### src/rtl/mux_scan_pkg.sv
// mux_scan_pkg: shared state encoding and sizing constants for the mux scan controller
package mux_scan_pkg;
  localparam int N_IN = 16;
  localparam int SEL_W = 4;
  typedef enum logic [1:0] {IDLE, SCAN, DONE} state_t;
endpackage

### src/rtl/mux_scan_dwell.sv
// mux_scan_dwell: counts DWELL cycles per select value and flags the last one
module mux_scan_dwell #(
  parameter int DWELL = 1
) (
  input  logic clk,
  input  logic rst_n,
  input  logic clr_i,
  input  logic en_i,
  output logic last_o
);
  logic [3:0] cnt_q, cnt_d;
  assign last_o = cnt_q == 4'(DWELL - 1);
  // next count: clear wins, otherwise wrap on the last dwell cycle
  always_comb cnt_d = clr_i ? 4'd0 : en_i ? (last_o ? 4'd0 : cnt_q + 4'd1) : cnt_q;
  // counter register
  always_ff @(posedge clk or negedge rst_n)
    if (!rst_n) cnt_q <= 4'd0;
    else cnt_q <= cnt_d;
endmodule

### src/rtl/mux_scan_ctrl.sv
// mux_scan_ctrl: walks an external 16:1 mux select, captures each bit and reassembles the word
module mux_scan_ctrl
  import mux_scan_pkg::*;
#(
  parameter int DWELL = 1
) (
  input  logic             clk,
  input  logic             rst_n,
  input  logic             start_valid,
  output logic             start_ready,
  input  logic [N_IN-1:0]  word_in,
  output logic [N_IN-1:0]  mux_in,
  output logic [SEL_W-1:0] sel,
  input  logic             mux_out,
  output logic             busy,
  output logic [N_IN-1:0]  data_out,
  output logic             data_valid,
  input  logic             data_ready,
  output logic             mismatch
);
  if (DWELL < 1 || DWELL > 15) begin : g_bad_dwell
    $error("mux_scan_ctrl: DWELL must be within 1..15");
  end
  state_t           state_q;
  logic [SEL_W-1:0] sel_q;
  logic [N_IN-1:0]  mux_in_q, cap_q, cap_d, data_out_q;
  logic             data_valid_q, mismatch_q, last, accept;
  assign accept      = start_valid && state_q == IDLE;
  assign start_ready = state_q == IDLE;
  assign busy        = state_q != IDLE;
  assign mux_in      = mux_in_q;
  assign sel         = sel_q;
  assign data_out    = data_out_q;
  assign data_valid  = data_valid_q;
  assign mismatch    = mismatch_q;
  mux_scan_dwell #(.DWELL(DWELL)) u_dwell (
    .clk    (clk),
    .rst_n  (rst_n),
    .clr_i  (accept),
    .en_i   (state_q == SCAN),
    .last_o (last)
  );
  // capture image including the bit sampled this cycle, so the final bit reaches data_out
  always_comb begin
    cap_d = cap_q;
    if (state_q == SCAN && last) cap_d[sel_q] = mux_out;
  end
  // scan FSM with registered outputs
  always_ff @(posedge clk or negedge rst_n)
    if (!rst_n) begin
      state_q      <= IDLE;
      sel_q        <= '0;
      mux_in_q     <= '0;
      cap_q        <= '0;
      data_out_q   <= '0;
      data_valid_q <= 1'b0;
      mismatch_q   <= 1'b0;
    end else begin
      case (state_q)
        IDLE: if (start_valid) begin
          mux_in_q <= word_in;
          sel_q    <= '0;
          state_q  <= SCAN;
        end
        SCAN: begin
          cap_q <= cap_d;
          if (last) begin
            if (sel_q == SEL_W'(N_IN - 1)) begin
              state_q      <= DONE;
              data_out_q   <= cap_d;
              mismatch_q   <= |(cap_d ^ mux_in_q);
              data_valid_q <= 1'b1;
            end else sel_q <= sel_q + 1'b1;
          end
        end
        DONE: if (data_ready) begin
          state_q      <= IDLE;
          data_valid_q <= 1'b0;
          sel_q        <= '0;
        end
        default: state_q <= IDLE;
      endcase
    end
endmodule

### config.mk
export PLATFORM = sky130hd
export DESIGN_NAME = mux_scan_ctrl
export DESIGN_NICKNAME = d
export VERILOG_FILES = /design/src/rtl/mux_scan_pkg.sv /design/src/rtl/mux_scan_dwell.sv /design/src/rtl/mux_scan_ctrl.sv
export SDC_FILE = /design/constraint.sdc
export NUM_CORES = 1
export LEC_CHECK = 0
export ABC_AREA = 1
export CAP_MARGIN = 20
export CORE_AREA = 2 2 99 101
export DETAILED_ROUTE_END_ITERATION = 7
export DIE_AREA = 0 0 101 103
export GPL_TIMING_DRIVEN = 0
export SLEW_MARGIN = 10
export SYNTH_ARGS = -nofsm -noshare
export SYNTH_HDL_FRONTEND = slang
export SYNTH_SLANG_ARGS = --single-unit
export TNS_END_PERCENT = 20
### constraint.sdc
create_clock -name clk -period 3.8 [get_ports clk]
set_input_delay 0.76 -clock clk [delete_from_list [all_inputs] [get_ports clk]]
set_output_delay 0.76 -clock clk [all_outputs]
set_load 0.03 [all_outputs]
==> After elaboration in Yosys (flattened, before gate mapping) <==
Index checks and enable logic that the tools add are counted.
{ "word_totals": {"register_bits": 60, "latch_bits": 0, "ram_bits": 0, "rom_bits": 0, "in_bits": 21, "output_inout_bits": 40, "memories": 0} }
{ "op_classes": {"n_addsub": 2, "mul": 0, "div": 0, "magnitude_cmp": 2, "eq_ne": 8, "shifts": 0, "mux": 21, "n_bitwise": 1, "n_reduce_logical": 15} }
{ "op_table": {"columns": ["cell", "count"], "rows": [
  ["2-to-1 mux 4 bit", 7],
  ["bitwise mux 16 bit", 1],
  ["2-to-1 mux 16 bit", 1],
  ["OR reduction 16 bit", 1],
  ["XOR 16 bit", 1],
  ["case mux 4 bit (3 select lines)", 1],
  ["!= test 2 bit, second input constant", 5],
  ["adder 4 x 1 -> 4 bit, second input constant", 2],
  ["2-to-1 mux 2 bit", 4],
  ["AND reduction 4 bit", 2],
  ["case mux 2 bit (3 select lines)", 1],
  ["nonzero test 2 bit", 3],
  ["< comparator 4 x 5 -> 1 bit, second input constant", 1],
  ["AND reduction 5 bit", 1],
  ["demux 1 bit (select 4 bit)", 1],
  ["equality test 4 bit, second input constant", 1],
  ["greater-or-equal comparator 4 x 1 -> 1 bit, second input constant", 1],
  ["logical NOT 4 bit", 1],
  ["2-to-1 mux 1 bit", 4],
  ["logical AND 1 bit", 3],
  ["AND reduction 3 bit", 1],
  ["nonzero test 3 bit", 1],
  ["equality test 2 x 1 -> 1 bit, second input constant", 1],
  ["equality test 2 bit, second input constant", 1],
  ["other kinds (3)", 3]
]} }

==> Longest topological paths before layout <==
{ "depth": {"depth_word": 8, "mapped_depth": 16} }

==> By module <==
Synthesis repeated with hierarchy kept, for this count alone.
{ "hier_totals": {"hier_cells": 396, "area_unflattened_um2": 3153.0} }
{ "modules_own_cells": {"columns": ["module", "n_inst", "cells_each", "area_per_inst_um2", "seq_area_each_um2"], "rows": [
  ["mux_scan_ctrl", 1, 365, 2896.5, 1401.3],
  ["mux_scan_dwell", 1, 31, 256.5, 100.1]
]} }

==> Worst setup path before layout <==
No wires, ideal clock.
{ "synth_path": {"path_kind": "register -> register", "startpoint": "reg state_q[0]", "endpoint": "reg sel_q[3], in the netlist sel[3]", "setup_time_ps": 77, "t_arrival_ps": 1948, "required_ps": 3723, "slack_ps": 1775, "stages_incl_launch_ff": 10, "n_path_buf": 0, "synth_period_minus_slack_ps": 2025, "path_cell_list": "dfrtp_1 -> nor2_1 -> inv_1 -> o211ai_1 -> inv_1 -> nand2_1 -> inv_2 -> nand2_1 -> o22ai_1 -> a21oi_1"} }
{ "synth_between": {"elab_chain_cells": 3} }
{ "synth_rtl": {"columns": ["item", "line_no", "source"], "rows": [
  ["start, declared", "mux_scan_ctrl.sv:24", "state_t state_q;"],
  ["start signal, assigned", "mux_scan_ctrl.sv:51", "state_q <= IDLE;"],
  ["start signal, assigned", "mux_scan_ctrl.sv:63", "state_q <= SCAN;"],
  ["start signal, assigned", "mux_scan_ctrl.sv:69", "state_q <= DONE;"],
  ["logical NOT 2 bit *", null, null],
  ["net start_ready", "mux_scan_ctrl.sv:10", "output logic start_ready,"],
  ["!= test 2 bit (no line) or nonzero test 3 bit (tied branches)", null, null],
  ["AND reduction 5 bit (no line)", null, null],
  ["end signal, assigned", "mux_scan_ctrl.sv:73", "end else sel_q <= sel_q + 1'b1;"],
  ["end, declared", "mux_scan_ctrl.sv:25", "logic [SEL_W-1:0] sel_q;"]
]} }
Mark *: on every way through the listed nets, which the timed path passes. The rest lies on a longest branch.
A chain may end at the register's enable or synchronous reset.

==> Final worst setup path <==
{ "layout_path": {"startpoint": "reg state_q[0]", "endpoint": "out busy"} }
{ "layout_between": {"elab_chain_cells": 1} }
{ "layout_rtl": {"columns": ["item", "line_no", "source"], "rows": [
  ["nonzero test 2 bit", "mux_scan_ctrl.sv:30", "assign busy = state_q != IDLE;"],
  ["end, declared", "mux_scan_ctrl.sv:15", "output logic busy,"]
]} }
No other way between the ends.

==> run summary <==
## Final layout
- net count reported at finish: 527
- share of cells above drive strength 1: 8.71%
- Antenna diodes: 0
- Non-Filler Cell Area, Final: 4160 µm²
- Layout Utilization: 44.0%
- area delta synth->final: 30.6%

## Clock tree
- Clock Root Buffer: sky130_fd_sc_hd__clkbuf_8
- count of H-tree levels built during CTS: 3
- number of buffers inserted for hold repair after clock tree synthesis: 0
- CTS clock-pin slew for the worst setup and hold paths: 60 ps
- clock sinks: 60
- CTS tree: done
- source-to-sink clock delay at the later pin of the worst-skew pair: 340 ps
- post-cts repair resize count: 0
- CTS max path bufs: 2
- TritonCTS buffer count: 9
- number of setup buffers added after CTS: 0

## Worst setup path
- stage delay of the slowest cell on the critical path: 680 ps
- worst r2r path cells: 8
- crit start category: register
- critical path fanouts, max: 4
- critical path class: register to output port
- kind of capture point of the worst setup path: output port
- Worst R2R End: data_out[4]
- data arrival time at the worst-slack endpoint: 1610 ps
- sequence of cells on the critical path: nor2_1 -> inv_1 -> clkdlybuf4s50_1
- Reg2Reg Setup Slack: 1560 ps
- slowest library cell on the worst path: sky130_fd_sc_hd__clkdlybuf4s50_1
- Top Family by Delay on Critical Path: buffers and inverters
- Worst Path Required: 3040 ps
- Reg-to-Reg Start: sel[0]
- buffering stage count on the worst path with inverters included: 2

## Global routing
- number of antenna violations at the first check in global routing: 0
- global-route wire length before repair: 13.5 mm
- total track usage: 17.2%
- number of global-route vias before repair: 2774
- global route total overflow: 0
- maximum number of pins on one net before global-route repair: 61

## Route
- number of search-and-repair iterations in the first detailed-routing pass: 4
- average detailed-routed wire length per instance: 13.3 µm
- remaining design rule violation count: 0
- total length of routed met2 wires: 3.68 mm
- Iter 0 DRT Violations: 110
- DR top layer: met4
- wire length the detailed router placed on met1: 4.06 mm
- total number of vias: 2852
- Via-to-Cell Ratio: 4.61
- Final ANT Viol Nets: 0
- total detailed-routing wirelength: 8.25 mm
- detailed-routed wire length on met3: 370 µm

## Status
- run status: finished clean

## Timing
- fin worst setup slack: 1430 ps
- final number of hold-violating endpoints: 0
- final clock skew: 9.90 ps
- fraction of the cycle the final worst path needs: 62.3%
- final setup violation count: 0
- final max-slew violation count: 0
- Rel. slew slack: 48.2%
- Sum Neg Setup Slack: 0 ps
- setup repair after global routing missed its margin: false
- highest attainable clock frequency: 422 MHz
- slew at the pin with the worst max-slew slack: 776 ps
- shortest clock period the worst path allows after layout: 2370 ps

## Die
- y dimension of the die: 103 µm
- floorplan die area: 10400 µm²
- number of primary I/O pins: 61
- core area: 9460 µm²
- Initial Utilization: 33.7%
- number of placement rows: 36
- Chip Width: 101 µm

## Power and ir drop
- Power Density: 953 nW/µm²
- share of power burned in combinational logic: 55.3%
- Sequential Power Share: 27.5%
- design internal power: 2.14 mW
- leakage power: 2.09 nW
- switching component of the power: 1.83 mW
- worst supply voltage drop on vdd: 0.000330 V
- power share of the clock group: 17.1%
- Net Sw Frac: 46.1%

## Place
- dpl ws: 1100 ps
- HPWL after detailed placement: 5.87 mm
- PortBufs: 60
- post-placement cell area: 3930 µm²
- GP Congestion: 0.870

## Yosys
- most numerous cell in the Yosys netlist: sky130_fd_sc_hd__nand2_1
- fraction of the yosys area taken by sequential cells: 47.2%
- flip-flop cell with the highest count after synthesis: sky130_fd_sc_hd__dfrtp_1
- Async S/R FF share, synth: 100%
- library cell with the largest summed area after synthesis: sky130_fd_sc_hd__dfrtp_1
- post-synthesis instance area: 3180 µm²
- Syn Nets: 456
- number of flip-flops and latches in the synthesized netlist: 60
- number of flops mapped to enable cells by yosys: 0
- fraction of post-synthesis cell area in the top cell type by area: 47.2%
- gate count after technology mapping: 429
- top cells by area in the synthesized netlist: sky130_fd_sc_hd__dfrtp_1 (47%), sky130_fd_sc_hd__nand2_1 (19%), sky130_fd_sc_hd__inv_1 (7.1%), sky130_fd_sc_hd__nand3_1 (6.4%), sky130_fd_sc_hd__o21ai_0 (5.8%)
- mean area per synthesized cell: 7.42 µm²
- number of library cell types mapped by synthesis: 30
- synth warn: 0
- cell types with the highest counts after synthesis: sky130_fd_sc_hd__nand2_1 (162), sky130_fd_sc_hd__dfrtp_1 (60), sky130_fd_sc_hd__inv_1 (60)

## Worst hold path
- start point of the worst hold path: data_valid
- Worst Hold Path EP: data_valid
- worst hold stages: 2
- path type of the worst min-delay path: register to register

## Flow run
- number of max-capacitance violations reported: 0

-- power groups by stage --
| stage | sequential [mW] | combinational, mW | clock [mW] |
|---|---|---|---|
| after floorplan | 1.45 | 1.08 | 0 |
| after global placement | 1.10 | 2.18 | 0 |
| after detailed placement | 1.11 | 2.21 | 0 |
| after CTS | 1.10 | 2.22 | 0.691 |
| after global routing | 1.12 | 2.45 | 0.718 |
| final | 1.09 | 2.19 | 0.679 |
-- placed cells by master, fill, tap and decap left out, types with 6 or more instances in the layout --
cell | Yosys | routed
sky130_fd_sc_hd__clkdlybuf4s50_1 | 0 | 59
sky130_fd_sc_hd__o21ai_0 | 37 | 37
sky130_fd_sc_hd__clkbuf_8 | 0 | 12
sky130_fd_sc_hd__nor2_1 | 15 | 15
sky130_fd_sc_hd__inv_1 | 60 | 60
sky130_fd_sc_hd__ha_1 | 6 | 6
sky130_fd_sc_hd__nand3_1 | 41 | 41
sky130_fd_sc_hd__dfrtp_1 | 60 | 60
sky130_fd_sc_hd__inv_2 | 6 | 6
sky130_fd_sc_hd__nand2_1 | 162 | 162
-- worst max-delay path by stage --
| stage | startpoint | end | slack [ps] | cells past startpoint |
|---|---|---|---|---|
| 6_report | state_q[0] | busy | 1430 | 3 |
| 3_5_place_dp | mux_out | mismatch | 1100 | 15 |
| 4_1_cts | state_q[0] | busy | 1400 | 3 |
| 2_1_floorplan | state_q[0] | sel[3] | 1780 | 9 |
| 5_1_grt | mux_out | mismatch | 1270 | 15 |
| 3_3_place_gp | rst_n | data_out[12] | -60 | 1 |
-- flip-flops by register name, summed over array words and instances (netlist names) --
signal	cells
cap_q	16
data_out	16
mux_in	16
sel	4
u_dwell.cnt_q	4
state_q	2
data_valid	1
mismatch	1
-- area by class of cell --
| class | instances | area (µm²) |
|---|---|---|
| Buffer | 13 | 82.6 |
| Clock buffer | 12 | 165 |
| Clock inverter | 4 | 70.1 |
| Fill cell | 974 | 5300 |
| Inverter | 67 | 256 |
| Multi-Input combinational cell | 289 | 1340 |
| Sequential cell | 60 | 1500 |
| Tap cell | 114 | 143 |
| Timing Repair Buffer | 60 | 598 |
-- routing by layer --
metal  vias to the layer above  global-route usage [%]
met3                        12                    3.32
li1                       1472                       -
met2                        62                    27.1
met1                      1306                    23.5
met5                         -                       0
met4                         0                    6.76
-- kinds of logic after synthesis --
| family | Yosys count | share of synthesized area [%] |
|---|---|---|
| AO/OA/AOI/OAI | 44 | 7.19 |
| flip-flops | 60 | 47.2 |
| adder cells (fa/ha/maj) | 6 | 2.36 |
| XOR/XNOR | 2 | 0.550 |
| buffers and inverters | 80 | 10.6 |
| AND/OR/NAND/NOR | 237 | 32.1 |
-- worst min-delay path, delay by kind of cell (launching register included) --
family / cells / cell delay, ps
AND/OR/NAND/NOR: 2 / 100
flip-flops: 1 / 340
-- per-stage QoR --
stage               hold slack (ps)  instances  total power [mW]
finish                          482        619              3.97
global route                    504        619              4.30
CTS                             485        619              4.01
detailed placement              466        603              3.31
global placement                464        603              3.28
floorplan                       464        429              2.53
Note: power is estimated with default switching activity, not from simulation.
==> RTL change 1: new RTL, config.mk and constraints unchanged <==
Set the package constant `N_IN` to 24 (it was 16).
--- a/src/rtl/mux_scan_pkg.sv
+++ b/src/rtl/mux_scan_pkg.sv
@@ -2,3 +2,3 @@
 package mux_scan_pkg;
-  localparam int N_IN = 16;
+  localparam int N_IN = 24;
   localparam int SEL_W = 4;
Interface: changed (resized data_out, mux_in and word_in); port bits go from 61 to 85. No check against the original RTL was run, so the function may have changed too.
==> RTL change 1 against the original RTL <==
  * Global-route usage up 2.4 points
  * Power up 6.7%
  * Final area up 15%
  * Synthesized area up 13%
  * Fmax down 10%
  * Clock power up 10%
  * Combinational power up 2%
  * Cell count up 8.1%
  * Synthesized cell count up 6.1%
  * Setup slack worse by 260 ps
  * Sequential cell count up 8
  * Sequential share of layout area down 0.57 points
  * Critical path depth up 2
  * Wire length up 12%
  * Highest routed layer unchanged
==> RTL change 1: results (changes against the original RTL) <==
- Slowest stage cell on the critical path: clkbuf_1
- CP Data Arrival Time: 2840 ps (+1230 ps)
- GP Congestion: 0.825 (-5.1%)
- Worst Setup EP: mux_in[21]
- Area contributors post-synth: dfrtp_1 47%, nand2_1 13%, inv_1 6.7%
- Vias in the first global route: 3161 (+14%)
- Via/cell ratio: 4.69 (+1.9%)
- R2R cell count: 5 (-3)
- Critical R2R Launch: state_q[0]
- Placement Setup Slack: 755 ps (-342 ps)
- Post-synth top flop: dfrtp_1
- Clk Latency, worst-skew pair: 350 ps
- Worst hold-check path type: input port to async pin
- Iter 0 DRT Violations: 95 (-14%)
- Post-CTS Resized: 0 (unchanged)
- Diode count: 0 (unchanged)
- First-pass GRT wire length: 15400 um (+14%)
- Worst slew pin tran: 841 ps (+64.3 ps)
- Initial antenna violation count: 0 (unchanged)
- Max reg flops: 24
- Crit path from: start_valid
- All-layer global routing usage: 19.6% (+2.4 points)
- CP max stage delay: 690 ps
- CTS max path bufs: 2 (unchanged)
- Leakage: 2.42 nW (+15%)
- Drt first pass iters: 5 (+1)
- CP max FO: 10 (+6)
- CTS root buffer: clkbuf_8
- DPL Wire Length: 6700 um (+14%)
- DRT Wirelength: 9200 um (+12%)
- Clock transition at path regs: 70 ps
- Async set-reset flop share out of synthesis: 100% (unchanged)
- Share of layout cells above drive strength 1: 12.6% (+3.9 points)
- Largest net degree at the start of global routing: 49 (-20%)
- Yosys warns: 0 (unchanged)
- Seq/Total Area, Yosys: 47.4% (+0.29 points)
- Cts bufs inserted: 9 (unchanged)
- Input/output buffers: 76 (+27%)
- Final Skew: 9.22 ps (-0.674 ps)
- Delay-heaviest family, CP: buffers and inverters
- Peak VDD IR: 0.000459 V (+39%)
- Status: finished clean
- Post-CTS Setup Repair Bufs: 0 (unchanged)
- Commonest cells in the netlist: 126 x nand2_1, 68 x dfrtp_1, 64 x inv_1
- CTS H-tree lvls: 3 (unchanged)
- Netlist cell types: 32 (+6.7%)
- Final #Nets: 585 (+11%)
- Fmax: 380 MHz (-10%)
- R2R Setup Slk: 1550 ps
==> RTL change 1: cell types whose count changed after synthesis, sizes merged, moves of 5 or more <==
cell | before | now
nor2 | 20 | 35
o21ai | 38 | 27
buf | 9 | 14
nand2 | 166 | 150
a21oi | 1 | 20
dfrtp | 60 | 68
mux2 | 0 | 7
==> RTL change 1: per-stage QoR <==
step	total power [mW]	hold slack (ps)	area, um2	std cells
2_1_floorplan	2.71	459	3610	462
5_1_grt	4.58	297	4790	669
6_report	4.23	291	4790	669
3_5_place_dp	3.50	463	4540	653
4_1_cts	4.27	290	4790	669
3_3_place_gp	3.47	459	4520	652
==> RTL change 1: how the worst min path moves through the flow <==
| stage | startpoint | endpoint | cells after the start |
|---|---|---|---|
| after floorplan | rst_n | cap_q[0] | 0 |
| after global placement | data_out[7] | data_out[7] | 2 |
| after detailed placement | data_out[7] | data_out[7] | 2 |
| after CTS | rst_n | u_dwell.cnt_q[3] | 1 |
| after global routing | rst_n | u_dwell.cnt_q[2] | 1 |
| final | rst_n | data_out[2] | 1 |
==> RTL change 1: report_power, final <==
| group | leakage (nW) | switching [mW] | internal, mW |
|---|---|---|---|
| sequential | 0.720 | 0.210 | 1.04 |
| combinational | 1.57 | 1.36 | 0.866 |
| clock | 0.122 | 0.293 | 0.454 |
| total | 2.42 | 1.87 | 2.36 |
==> RTL change 1: area by class of cell <==
type / count / area (um2)
buffer: 21 / 143
clock buffer: 10 / 138
clock inverter: 6 / 111
fill: 918 / 4670
inverter: 66 / 250
multi-input combinational: 307 / 1520
sequential: 68 / 1700
tap: 114 / 143
timing repair buffer: 77 / 786
==> RTL change 1: metal layers <==
metal / wire length [um] / track usage (%)
met4: 199 / 8.00
met1: 4110 / 24.7
met2: 4260 / 31.7
met3: 630 / 5.83
met5: 0 / 0
==> RTL change 1: worst reg2reg max path, delay by kind of cell (launching register included) <==
kind | cells | cell delay, ps
AO/OA/AOI/OAI | 1 | 140
buffers and inverters | 2 | 1200
flip-flops | 1 | 390
AND/OR/NAND/NOR | 2 | 390
==> RTL change 1: logic make-up after synthesis <==
family          synth area share, %
simple gates                   29.6
mux                            2.20
buf+inv                        11.0
fa+ha+maj                      2.09
other cells                   0.105
flops                          47.4
compound gates                 7.15
xor+xnor                      0.488
==> RTL change 2: new RTL, same settings <==
Made on the original files. Encoding of `state_t`: now one-hot (3 bits for 3 states).
--- a/src/rtl/mux_scan_pkg.sv
+++ b/src/rtl/mux_scan_pkg.sv
@@ -4,3 +4,3 @@
   localparam int SEL_W = 4;
-  typedef enum logic [1:0] {IDLE, SCAN, DONE} state_t;
+  typedef enum logic [2:0] {IDLE = 3'b001, SCAN = 3'b010, DONE = 3'b100} state_t;
 endpackage
Function: no difference found for any inputs over 10 cycles, from zero or initial values and one cycle with rst_n low; not proved beyond that.
==> RTL change 2 against the original RTL <==
  * Wire length rose by 3.8%
  * Setup slack got worse by 390 ps
  * Synthesized cell count rose by 2.1%
  * Power fell by 26%
  * Hold slack improved by 5.5 ps
  * Synthesized area rose by 0.55%
  * Largest cell class unchanged
  * Sequential power fell by 11%
  * Final area fell by 1.4%
  * Sequential share of layout area rose by 1.2 points
  * Clock power fell by 26%
  * Die area did not move
  * Clock skew fell by 2.5 ps
  * Global-route usage rose by 0.91 points
  * Critical endpoint is now start_ready
  * Sequential cell count rose by 1
==> RTL change 2: results (changes against the original RTL) <==
- Wire length on met1: 4000 um (-1.5%)
- CP Data Arrival Time: 2000 ps (+390 ps)
- Met2 usage: 29.6% (+2.5 points)
- Hold slack final: 488 ps (+5.51 ps)
- Status: finished clean
- Signal inverters: 70 (+4.5%)
- First-pass GRT wire length: 14200 um (+4.9%)
- Max_slew headroom: 47.0% (-1.2 points)
- Crit path from: state_q[0]
- Input/output buffers: 60 (unchanged)
- Met1 track demand over resource: 23.1% (-0.33 points)
- Sequential group share of total power: 32.9% (+5.4 points)
- Area contributors post-synth: dfrtp_1 47%, nand2_1 19%, inv_1 8.0%
- Hold_sp: data_out[15]
- Clock sink count: 61 (+1.7%)
- Hold Crit Endpoint: data_out[15]
- Final #Nets: 536 (+1.7%)
- Data buffer area share: 16.3% (-0.070 points)
- Commonest cells in the netlist: 164 x nand2_1, 68 x inv_1, 60 x dfrtp_1
- Iter 0 DRT Violations: 218 (+98%)
- Final Skew: 7.41 ps (-2.49 ps)
- Peak VDD IR: 0.000266 V (-19%)
- All-layer global routing usage: 18.1% (+0.91 points)
- R2R Path End: mismatch
- Area growth syn-to-layout: 28.1%
- Multi-input gates: 293 (+1.4%)
- Via/cell ratio: 4.74 (+2.8%)
- Drt wl/cell: 13.7 um (+2.5%)
- Wire length on met2: 3930 um (+6.9%)
- Leakage: 2.08 nW (-0.79%)
- R2R Setup Slk: 1490 ps (-70 ps)
- Seq/total area: 37.2% (+1.2 points)
- Syn_nets: 465 (+2.0%)
- Post-route cell area: 4100 um2 (-1.4%)
- WL met3: 506 um (+37%)
- CLK BUF: 13 (+1)
- Worst Setup EP: start_ready
- Clk Latency, worst-skew pair: 360 ps (+20 ps)
- Seq/Total Area, Yosys: 47.7% (+0.56 points)
- Global-route met3 utilization: 5.02% (+1.7 points)
- Switching pwr: 1.31 mW (-28%)
- Largest net degree at the start of global routing: 62 (+1.6%)
- Placement Cell Area: 3940 um2 (+0.45%)
- CP max FO: 5 (+1)
- CP max stage delay: 740 ps (+60 ps)
- Non-clock buffer count: 74 (+1.4%)
- GP Congestion: 0.878 (+0.97%)
- P_clk: 0.504 mW (-26%)
## RTL change 2: cells by family (layout without fill, tap and decap cells)
family	after synthesis	in the layout	share of synthesized area [%]
buffers and inverters	84	159	10.4
and+or+nand+nor	239	239	31.4
adders and majority gates	6	6	2.34
DFF	61	61	47.7
xor gates and xnor gates	2	2	0.547
AOI/OAI and AO/OA	46	46	7.58
## RTL change 2: tightest hold or removal path: stages, from the launching register on
cell     delay, ps
dfrtp_1        340
nand2_1         50
o21ai_0         60
## RTL change 2: metrics by stage
| step | worst slack (ps) | instances | total power [mW] |
|---|---|---|---|
| 4_1_cts | 1020 | 627 | 2.96 |
| 2_1_floorplan | 1720 | 438 | 1.95 |
| 6_report | 1040 | 627 | 2.93 |
| 5_1_grt | 974 | 627 | 3.18 |
| 3_3_place_gp | -88.1 | 612 | 2.41 |
| 3_5_place_dp | 957 | 612 | 2.44 |
